$ cat src/rtl/bmf_part_err_sweeper.sv
// Exhaustive input sweeper and error accumulator for one exact/approximate partition pair.
// Optional ERR_THRESH_EN adds an early stop once the mismatch count exceeds a threshold.
module bmf_part_err_sweeper #(
   parameter int N_IN  = 9,
   parameter int N_OUT = 4,
   parameter int LAT   = 0
) (
   input  logic                   clk,
   input  logic                   rst_n,
   input  logic                   start,
   input  logic                   abort,
   output logic [N_IN-1:0]        vec_o,
   output logic                   vec_vld,
   input  logic [N_OUT-1:0]       exact_po,
   input  logic [N_OUT-1:0]       approx_po,
`ifdef ERR_THRESH_EN
   input  logic [N_IN:0]          thresh,
   output logic                   err_exceed,
`endif
   output logic                   busy,
   output logic                   done,
   output logic                   aborted,
   output logic [N_IN:0]          mis_cnt,
   output logic [N_IN+2:0]        ham_sum,
   output logic [N_IN+N_OUT-1:0]  err_sum,
   output logic [N_OUT-1:0]       max_err
);

   localparam int MW = N_IN + 1;
   localparam int HW = N_IN + 3;
   localparam int EW = N_IN + N_OUT;
   localparam int DW = $clog2(LAT + 2);

   typedef enum logic [1:0] {
      S_IDLE,
      S_SWEEP,
      S_DRAIN,
      S_DONE
   } state_t;

   state_t          state, state_n;
   logic            accept;
   logic            abort_flush;
   logic            cmp_vld;
   logic            upd;
   logic            trip;
   logic [DW-1:0]   drain_cnt;

   logic [N_OUT-1:0] diff, xor_v;
   logic [HW-1:0]    pop;
   logic [MW:0]      mis_add;
   logic [HW:0]      ham_add;
   logic [EW:0]      err_add;
   logic [MW-1:0]    mis_next;
   logic [HW-1:0]    ham_next;
   logic [EW-1:0]    err_next;
   logic [N_OUT-1:0] max_next;

   assign busy        = (state == S_SWEEP) || (state == S_DRAIN);
   assign done        = (state == S_DONE);
   assign abort_flush = busy && abort;
   // An abort also drops the compare arriving in the same cycle.
   assign upd         = cmp_vld && !abort_flush;

   generate
      if (LAT == 0) begin : g_nopipe
         assign cmp_vld = vec_vld;
      end else begin : g_pipe
         logic [LAT-1:0] vld_pipe;
         always_ff @(posedge clk) begin
            if (!rst_n || abort_flush || trip) vld_pipe <= '0;
            else                               vld_pipe <= (vld_pipe << 1) | LAT'(vec_vld);
         end
         assign cmp_vld = vld_pipe[LAT-1];
      end
   endgenerate

   always_comb begin
      // NOTE: every always_comb output gets a default first so no latch is inferred.
      xor_v = exact_po ^ approx_po;
      diff  = (exact_po >= approx_po) ? (exact_po - approx_po) : (approx_po - exact_po);
      pop   = '0;
      for (int i = 0; i < N_OUT; i++) pop = pop + HW'(xor_v[i]);
      mis_add  = {1'b0, mis_cnt} + (MW+1)'(xor_v != '0);
      ham_add  = {1'b0, ham_sum} + {1'b0, pop};
      err_add  = {1'b0, err_sum} + (EW+1)'(diff);
      mis_next = mis_add[MW] ? '1 : mis_add[MW-1:0];
      ham_next = ham_add[HW] ? '1 : ham_add[HW-1:0];
      err_next = err_add[EW] ? '1 : err_add[EW-1:0];
      max_next = (diff > max_err) ? diff : max_err;
   end

`ifdef ERR_THRESH_EN
   assign trip = upd && (mis_next > thresh);
`else
   assign trip = 1'b0;
`endif

   always_comb begin
      state_n = state;
      accept  = 1'b0;
      unique case (state)
         S_IDLE: begin
            if (start && !abort) begin
               accept  = 1'b1;
               state_n = S_SWEEP;
            end
         end
         S_SWEEP: begin
            if (abort)            state_n = S_IDLE;
            else if (vec_o == '1) state_n = S_DRAIN;
         end
         S_DRAIN: begin
            if (abort)                      state_n = S_IDLE;
            else if (drain_cnt == DW'(LAT)) state_n = S_DONE;
         end
         S_DONE: state_n = S_IDLE;
         default: state_n = S_IDLE;
      endcase
      if (trip) state_n = S_DONE;
   end

   always_ff @(posedge clk) begin
      // NOTE: sequential state uses non-blocking assignments so every register samples pre-edge values.
      if (!rst_n) state <= S_IDLE;
      else        state <= state_n;
   end

   always_ff @(posedge clk) begin
      if (!rst_n || state != S_DRAIN) drain_cnt <= '0;
      else                            drain_cnt <= drain_cnt + 1'b1;
   end

   always_ff @(posedge clk) begin
      if (!rst_n) begin
         vec_o   <= '0;
         vec_vld <= 1'b0;
      end else if (accept) begin
         vec_o   <= '0;
         vec_vld <= 1'b1;
      end else if (state == S_SWEEP) begin
         if (abort_flush || trip || vec_o == '1) vec_vld <= 1'b0;
         else                                     vec_o   <= vec_o + 1'b1;
      end
   end

   always_ff @(posedge clk) begin
      if (!rst_n) begin
         mis_cnt <= '0;
         ham_sum <= '0;
         err_sum <= '0;
         max_err <= '0;
         aborted <= 1'b0;
      end else if (accept) begin
         mis_cnt <= '0;
         ham_sum <= '0;
         err_sum <= '0;
         max_err <= '0;
         aborted <= 1'b0;
      end else begin
         if (abort_flush) aborted <= 1'b1;
         if (upd) begin
            mis_cnt <= mis_next;
            ham_sum <= ham_next;
            err_sum <= err_next;
            max_err <= max_next;
         end
      end
   end

`ifdef ERR_THRESH_EN
   always_ff @(posedge clk) begin
      if (!rst_n || accept) err_exceed <= 1'b0;
      else if (trip)        err_exceed <= 1'b1;
   end
`endif

endmodule

$ cat config.mk
export PLATFORM = sky130hd
export DESIGN_NAME = bmf_part_err_sweeper
export DESIGN_NICKNAME = d
export VERILOG_FILES = /design/src/rtl/bmf_part_err_sweeper.sv
export SDC_FILE = /design/constraint.sdc
export NUM_CORES = 1
export LEC_CHECK = 0
export CAP_MARGIN = 25
export CORE_MARGIN = 8
export CORE_UTILIZATION = 45
export DETAILED_ROUTE_END_ITERATION = 8
export PLACE_DENSITY = 0.77
export SLEW_MARGIN = 20
export SYNTH_ARGS = -nofsm -noshare
export SYNTH_HDL_FRONTEND = slang
export SYNTH_SLANG_ARGS = --single-unit
$ cat constraint.sdc
create_clock -name clk -period 3.5 [get_ports clk]
set_input_delay 0.875 -clock clk [delete_from_list [all_inputs] [get_ports clk]]
set_output_delay 0.875 -clock clk [all_outputs]
set_load 0.05 [all_outputs]
==> results.ini <==
[finish]
drive_gt1_share_pct = 17.38
layout_common_cells = clkdlybuf4s50_1, dfxtp_1, nand2_1
layout_commonest_cell = clkdlybuf4s50_1
fillers = 557
num_antenna_cells = 0
areaGrowthSynthToFinish_pct = 39.96
nets = 484
fin_area_um2 = 4308
utilization_pct = 64.12

[cts]
numCtsBuffers = 5
htree_levels = 2
clock-root-buffer = clkbuf_8
cts_sinks = 53
cts_buffer_depth = 2
clk_latency_ns = 0.30
clk_pin_slew_ns = 0.10
tritoncts = done

[place]
gp_congestion = 0.8234
dp_hpwl_mm = 5.816
port_buffers = 63
placed_cell_area_um2 = 3950
place_ws_ns = -0.6301

[grt]
grt_max_degree = 26
grt_overflow = 0
grt_pass1_wl_mm = 13.43
antenna_found_initial = 0
grt_pass1_vias = 2899
grtUsageTotal_pct = 16.30

[synth]
syn_inst = 353
synth-edff-count = 0
synth.avg_cell_area_um2 = 8.719
synth_cell_types = 52
synth-seq-cells = 53
seq_area_frac_synth_pct = 34.47
syn_area_um2 = 3078
synth.net_count = 395
yosys_warnings = 0
synth_ff_type = dfxtp_1
synthArstFlopShare_pct = 0

[timing]
hold_viol = 0
worst_clock_skew_ns = 0.008100
tightest_slew_ns = 0.5479
period_needed_ns = 3.368
final-max-slew-violation-count = 0
hold_slack_ns = 0.4970
finalSetupViolations = 0
max_slew_margin_pct = 63.36
fin_ws_ns = 0.1321
fin_crit_sh_pct = 96.23
clock.fmax_mhz = 296.9

[power_and_ir_drop]
p_clk_share_pct = 29.4
power_mw = 1.477
p_switching_mw = 0.4378
pwr-share-comb_pct = 28.0
swShare_pct = 29.64
powerDensity_nw_per_um2 = 342.9
internal_power_mw = 1.039
ir_drop_uv = 264.2
leakage_nw = 1.728
seqPwrFrac_pct = 42.6

[routing]
drc = 0
firstDrtPassIters = 4
viasPerCell = 5.551
vias = 2903
drt-wirelength-per-cell_um = 15.21
drtIter0Drc = 166
drt.antenna.violating_nets = 0
drt-total-wl_mm = 7.953

[floorplan]
die-area_um2 = 9743
initial_core_util_pct = 45.81
die_h_um = 98.71
io_pins = 64
placeableCoreArea_um2 = 6719
die_x_um = 98.71
placement_rows = 30

[status]
status = completed

[setup_path]
crit_path_frequent_cell = buf_4
cp_cell_sequence = dlygate4sd2_1 > inv_1 > ha_2 > inv_1 > fa_2 > a21oi_4 > o21ai_2 > mux2_4 > buf_4 > ha_4 > nor2b_1 > o211ai_1 > a21oi_2 > buf_4 > buf_4 > a211oi_2
path_class = in2reg
crit_path_end = max_err[0]$_SDFFE_PP0P_
reg2reg_to = ham_sum[0]$_SDFFE_PP0P_
arrival_ns = 3.60
crit_required_ns = 3.73
reg2regPathDepth = 10
crit_start = exact_po[0]
worstReg2RegStart = ham_sum[0]$_SDFFE_PP0P_
critPathMaxStageDelay_ns = 0.37
startpoint_type = input pin
path_max_fanout = 4
endpoint_kind = flop
cp_slowest_cell = fa_2
rrSetupSlack_ns = 0.93

[min_path]
holdCritPathClass = reg2reg
worstHoldStart = vec_o[8]$_SDFFE_PP0P_

[flow_run]
cap_violations = 0

## metal layers
metal  part of all wire (%)  track usage (%)  vias up  wire [µm]
met5                      0                0        -          0
met4                   0.74            3.188        0         59
met3                    4.7            4.581        5        375
met2                     50            28.41       64       3974
met1                     45            19.47     1408       3543
li1                       -                -     1426          -
## kinds of logic (layout without fill, tap and decap cells)
kind of cell,after synthesis,count (layout),synth area share (%)
simple gates,123,124,21.18
compound gates,81,81,16.71
flops,53,53,34.47
buf+inv,35,124,4.715
fa+ha+maj,30,30,13.66
xor+xnor,22,22,6.260
mux,9,9,3.008
## registers in the layout, summed over array words and instances, names as in the netlist
name / cells
err_sum: 13
max_err: 4
vec_vld: 1
aborted: 1
drain_cnt: 1
mis_cnt: 10
state: 2
ham_sum: 12
vec_o: 9
## power groups by stage
stage / registers (mW) / clock network, mW / logic (mW)
after floorplan: 0.682 / 0 / 0.182
after global placement: 0.643 / 0 / 0.342
after detailed placement: 0.643 / 0 / 0.352
after CTS: 0.629 / 0.444 / 0.369
after global routing: 0.632 / 0.474 / 0.452
final: 0.630 / 0.434 / 0.414
## Yosys cell counts, drive strengths merged (2+ instances only)
library cell,count,area share [%]
and3,7,1.4
xor2,14,4.0
and4,3,0.98
clkbuf,4,0.49
xnor2,8,2.3
nor3b,3,1.5
a31oi,6,1.2
mux2,2,0.73
or2,2,0.41
or3,4,0.85
a21o,2,0.49
nor3,8,1.3
fa,6,3.9
o21ai,15,2.4
o21a,2,0.49
o211a,3,0.98
and2,3,0.61
a21boi,3,0.85
dfxtp,53,34
o221a,2,0.73
inv,25,3.0
nand4,11,2.9
a211oi,4,0.98
a21oi,35,5.7
nor2b,2,0.41
nand3,14,2.3
nor2,27,3.3
nand2,35,4.3
mux2i,7,2.3
buf,6,1.2
ha,24,9.8
## layout make-up
type                    instances  area [µm²]  share of cell area [%]
inverters                      25       93.84                   2.178
multi-input cells             266        2079                   48.27
clock buffers                   7       86.33                   2.004
repair buffers                 91       857.1                   19.90
clock inverters                 1       30.03                  0.6971
flip-flops and latches         53        1061                   24.63
well taps                      80       100.1                   2.324
## metrics by stage
step,instances,setup TNS (ns)
6_report,523,0
5_1_grt,523,-0.01471
4_1_cts,520,0
3_5_place_dp,510,-16.23
3_3_place_gp,510,-13.30
2_1_floorplan,353,0
## critical path, delay by kind of cell
family	cells	cell delay, ns
buf+inv	6	0.80
simple gates	1	0.12
fa+ha+maj	3	0.75
mux	1	0.33
compound gates	5	0.73
## worst min path at each step
stage | end | cells past startpoint
6_report | vec_o[8]$_SDFFE_PP0P_ | 2
5_1_grt | ham_sum[0]$_SDFFE_PP0P_ | 2
4_1_cts | vec_o[8]$_SDFFE_PP0P_ | 2
3_5_place_dp | vec_o[8]$_SDFFE_PP0P_ | 2
3_3_place_gp | aborted$_SDFFE_PP0P_ | 2
2_1_floorplan | state[0]$_SDFFE_PN0P_ | 2
## what timing repair did
item | CTS | global route
gates cloned | 1 | 0
endpoints found under the setup margin | 29 | 29
resized for setup | 17 | 27
hold buffers | 0 | 0
pin swaps | 7 | 16
buffers inserted | 1 | 3
(Power assumes the default switching activity.)
